File: config.mk
export PLATFORM = sky130hd
export DESIGN_NAME = mod_fifo_param
export DESIGN_NICKNAME = d
export VERILOG_FILES = /design/src/rtl/mod_fifo_param.sv
export SDC_FILE = /design/constraint.sdc
export NUM_CORES = 1
export LEC_CHECK = 0
export BUFFER_PORTS_ARGS = -buffer_cell sky130_fd_sc_hd__buf_2
export CAP_MARGIN = 20
export CORE_ASPECT_RATIO = 0.9
export CORE_MARGIN = 3
export CORE_UTILIZATION = 51
export CTS_BUF_LIST = sky130_fd_sc_hd__clkbuf_8
export CTS_CLUSTER_DIAMETER = 40
export CTS_CLUSTER_SIZE = 16
export DETAILED_ROUTE_END_ITERATION = 8
export GPL_TIMING_DRIVEN = 0
export PLACE_DENSITY = 0.73
export RECOVER_POWER = 100
export SYNTH_ARGS = -nofsm -noshare
export SYNTH_HDL_FRONTEND = slang
export SYNTH_SLANG_ARGS = --single-unit
File: constraint.sdc
create_clock -name clk -period 2.8 [get_ports clk]
set_clock_uncertainty 0.05 [all_clocks]
set_input_delay 0.14 -clock clk [delete_from_list [all_inputs] [get_ports clk]]
set_output_delay 0.14 -clock clk [all_outputs]
set_load 0.01 [all_outputs]
File: src/rtl/mod_fifo_param.sv
// Parametrised synchronous FIFO with registered read port,
// threshold flags, flush and sticky error flags.
module mod_fifo_param #(
  parameter int DATA_W   = 8,
  parameter int DEPTH    = 16,
  parameter int AF_LEVEL = DEPTH - 2,
  parameter int AE_LEVEL = 2,
  localparam int ADDR_W  = $clog2(DEPTH),
  localparam int CNT_W   = $clog2(DEPTH) + 1
) (
  input  logic              clk,
  input  logic              rst,
  input  logic              clr,
  input  logic              wr_en,
  input  logic [DATA_W-1:0] buf_in,
  input  logic              rd_en,
  output logic [DATA_W-1:0] buf_out,
  output logic              rd_valid,
  output logic              buf_empty,
  output logic              buf_full,
  output logic              almost_empty,
  output logic              almost_full,
  output logic [CNT_W-1:0]  fifo_counter,
  output logic              overflow,
  output logic              underflow
);

  logic [DATA_W-1:0] mem [DEPTH];
  logic [ADDR_W-1:0] wr_ptr;
  logic [ADDR_W-1:0] rd_ptr;
  logic              wr_acc;
  logic              rd_acc;

  assign buf_empty    = (fifo_counter == '0);
  assign buf_full     = (fifo_counter == CNT_W'(DEPTH));
  assign almost_empty = (fifo_counter <= CNT_W'(AE_LEVEL));
  assign almost_full  = (fifo_counter >= CNT_W'(AF_LEVEL));

  // A read at full frees a slot, so the write may take it
  assign wr_acc = wr_en && (!buf_full || rd_en);
  assign rd_acc = rd_en && !buf_empty;

  always_ff @(posedge clk) begin
    if (rst && !clr && wr_acc) begin
      mem[wr_ptr] <= buf_in;
    end
  end

  always_ff @(posedge clk) begin
    if (!rst) begin
      wr_ptr       <= '0;
      rd_ptr       <= '0;
      fifo_counter <= '0;
      buf_out      <= '0;
      rd_valid     <= 1'b0;
      overflow     <= 1'b0;
      underflow    <= 1'b0;
    end else if (clr) begin
      wr_ptr       <= '0;
      rd_ptr       <= '0;
      fifo_counter <= '0;
      rd_valid     <= 1'b0;
      overflow     <= 1'b0;
      underflow    <= 1'b0;
    end else begin
      rd_valid <= rd_acc;
      if (wr_acc) begin
        wr_ptr <= wr_ptr + ADDR_W'(1);
      end
      if (rd_acc) begin
        buf_out <= mem[rd_ptr];
        rd_ptr  <= rd_ptr + ADDR_W'(1);
      end
      case ({wr_acc, rd_acc})
        2'b10:   fifo_counter <= fifo_counter + CNT_W'(1);
        2'b01:   fifo_counter <= fifo_counter - CNT_W'(1);
        default: fifo_counter <= fifo_counter;
      endcase
      if (wr_en && !wr_acc) begin
        overflow <= 1'b1;
      end
      if (rd_en && !rd_acc) begin
        underflow <= 1'b1;
      end
    end
  end

endmodule

==> summary.txt <==
Status - complete, no violations
Clock transition at path regs - 0.08 ns
Final Max Slew Viols - 0
Die Span Y - 109.3 µm
Max Clock Freq - 359.8 MHz
Seq/Total Area, Yosys - 0.7146
Hold Path Class - in2reg
Htree depth - 4
Slew headroom - 0.4414
Number of enable flip-flop cells after synthesis - 128
Core area - 11,530 µm²
Ys async rst share - 0
Drt first pass iters - 5
Synth Area per Inst - 15.28 µm²
Ant. Diodes - 0
Full die area - 13,210 µm²
CTS tree - yes
Row count - 37
Minimum clock period - 2.779 ns
Critical path arrival - 3.10 ns
Cts bufs inserted - 17
PortBufs - 32
Number of global-route vias before repair - 3,456
Critical path class - reg2reg
Starting density of the core - 0.5249
Routability congestion estimate from global placement - 0.9121
Synth cell types - 37
Leak - 0.002240 µW
Crit path launch type - flip-flop
Synth Cell Area - 6051 µm²
Fin. Hold Viols - 0
Final #Nets - 482
Die W - 120.8 µm
Overall Global Routing Usage - 0.2056
Reg-to-reg endpoint - fifo_counter[4]$_SDFFE_PP0P_
Syn Nets - 419
Layout cells sized above 1 - 0.1723
Setup Slack @ Placement - -0.2081 ns
Clock latency at the later pin of the worst-skew pair - 0.45 ns
Yosys warnings - 0
Clock Tree Buf Depth - 2
Top Ports - 33
Area leader, netlist - edfxtp_1
Drt initial violations - 283
Hold EP - mem[10][2]$_DFFE_PP_
Drt drc - 0
Max Cap Violations - 0
Share of the synthesized area in the top cell type - 0.6352
Min Hold Slack - 0.2268 ns
Post-synthesis compound-gate area fraction - 0.05604
DP HPWL - 8252 µm
Final Cycle Share - 0.9926
First-pass GRT wire length - 19,620 µm
Data required time at the worst endpoint - 3.12 ns
Wire length per cell - 20.19 µm
Multiplexer share of the synthesized area - 0.1092
Worst Slack Setup Final - 0.02072 ns
Vias per cell - 5.641
Crit-path max FO - 4
Critical Path Sink Type - flip-flop
Hold path startpoint - buf_in[2]
GRT overflow - 0
Top cells by count, synth - edfxtp_1, mux2i_1, nor2_1
Synthesized netlist cell count - 396
Hold depth - 1
Most frequent cell after synthesis - edfxtp_1
RSZ-0062 raised after global routing - true
Largest net degree at the start of global routing - 17
Post-Synth Adder-Cell Area - 0.02192
Post-route antenna net violation count - 0
Final WL - 12,640 µm
Worst-Margin Slew - 0.8349 ns
R2r startpoint - fifo_counter[0]$_SDFFE_PP0P_
Reg2reg path depth - 11
P&R area growth vs syn - 15.16%
Yosys reg bits - 152
Initial antenna violation count - 0
Ranking of synthesized cells by area - edfxtp_1, dfxtp_1, mux2i_1
PD cells - 636.4 nW/µm²
Endpoints failing setup - 0
Clk sinks - 152
Post-synthesis xor/xnor area fraction - 0.01158
Post-synthesis simple-gate area fraction - 0.06617
Internal reg-to-reg setup slack - 0.02 ns
Root buf cell - clkbuf_8
Largest family of logic cells by synthesized area - multiplexers
Worst setup startpoint - fifo_counter[0]$_SDFFE_PP0P_
Vias - 3,531
Overall Power - 4434 µW
Top FF cell, synth - edfxtp_1
Fillers - 855
VDD IR-drop max - 490.9 µV
==> cell type report <==
type / count / area [µm²] / share of cell area
plain buffers: 17 / 75.07 / 0.01077
clock buffers: 17 / 234.0 / 0.03358
clock inverters: 13 / 188.9 / 0.02711
inverters: 10 / 42.54 / 0.006105
multi-input cells: 216 / 1657 / 0.2377
flip-flops and latches: 152 / 4332 / 0.6217
well taps: 156 / 195.2 / 0.02801
repair buffers: 45 / 244.0 / 0.03502
==> sequential cells by signal, summed over array words and instances (netlist names) <==
| signal | flops |
|---|---|
| rd_valid | 1 |
| buf_out | 8 |
| wr_ptr | 4 |
| overflow | 1 |
| mem | 128 |
| fifo_counter | 5 |
| rd_ptr | 4 |
| underflow | 1 |
==> cell families (layout without fill, tap and decap cells) <==
logic type	after synthesis	in the layout
DFF	152	152
buffers and inverters	28	102
AOI/OAI and AO/OA	56	56
xor gates and xnor gates	8	8
adders and majority gates	10	10
and+or+nand+nor	86	86
muxes	56	56
==> layer usage <==
layer / GRT usage / up-vias / part of all wire
li1: - / 1629 / -
met1: 0.2787 / 1774 / 0.44
met2: 0.3239 / 107 / 0.48
met3: 0.05556 / 21 / 0.061
met4: 0.07605 / 0 / 0.017
met5: 0 / - / 0
==> worst max-delay path, cell delays in order (launching register included) <==
cell and delay [ns]:
dfxtp_4 0.35, or4_4 0.57, o31a_1 0.31, inv_4 0.08, ha_4 0.16, inv_4 0.04, fa_2 0.34, nor2b_2 0.16
o21ai_2 0.08, nor4b_4 0.14, or3_1 0.32, a21oi_1 0.12
==> worst max-delay path by stage <==
stage	endpoint	slack, ns
after detailed placement	fifo_counter[4]$_SDFFE_PP0P_	-0.21
final	fifo_counter[4]$_SDFFE_PP0P_	0.02
after floorplan	fifo_counter[4]$_SDFFE_PP0P_	-0.05
after CTS	fifo_counter[4]$_SDFFE_PP0P_	-0.02
after global placement	fifo_counter[4]$_SDFFE_PP0P_	-0.17
after global routing	fifo_counter[4]$_SDFFE_PP0P_	-0.11
==> cells in the final DEF, fill, tap and decap left out, drive strengths merged <==
master | Yosys | routed
a2111oi | 1 | 1
a211oi | 1 | 1
a21o | 1 | 1
a21oi | 8 | 8
a31oi | 8 | 8
buf | 12 | 33
bufinv | 0 | 5
clkbuf | 6 | 42
clkinv | 0 | 3
clkinvlp | 0 | 2
dfxtp | 24 | 24
dlygate4sd3 | 0 | 4
edfxtp | 128 | 128
fa | 1 | 1
ha | 9 | 9
inv | 10 | 13
mux2i | 48 | 48
mux4 | 8 | 8
nand2 | 20 | 20
nand2b | 1 | 1
nand3 | 4 | 4
nand3b | 2 | 2
nand4 | 2 | 2
nor2 | 38 | 38
nor2b | 4 | 4
nor3 | 9 | 9
nor4b | 1 | 1
o21ai | 11 | 11
o22ai | 24 | 24
o31a | 1 | 1
o31ai | 1 | 1
or2 | 1 | 1
or3 | 3 | 3
or4 | 1 | 1
xnor2 | 2 | 2
xor2 | 6 | 6
==> report_power, final <==
group | switching, µW | internal, µW
Combinational | 116 | 59.6
Clock | 754 | 1030
Sequential | 9.12 | 2460
Total | 880 | 3550
==> what timing repair did <==
action                                  CTS  global route
resized for setup                         9             4
setup buffers                             9             2
endpoints found under the setup margin    1             2
hold buffers                              4             0
hold endpoints to repair                 12             0
pin swaps                                 2             1
==> through the flow <==
step | area, µm² | setup TNS [ns] | util | cells
CTS | 6982 | -0.02476 | 0.6057 | 627
finish | 6968 | 0 | 0.6045 | 626
global placement | 6416 | -0.1673 | 0.5566 | 584
detailed placement | 6416 | -0.2081 | 0.5566 | 584
global route | 6968 | -0.1062 | 0.6045 | 626
floorplan | 6061 | -0.04790 | - | 396
Note: power is estimated with default switching activity, not from simulation.
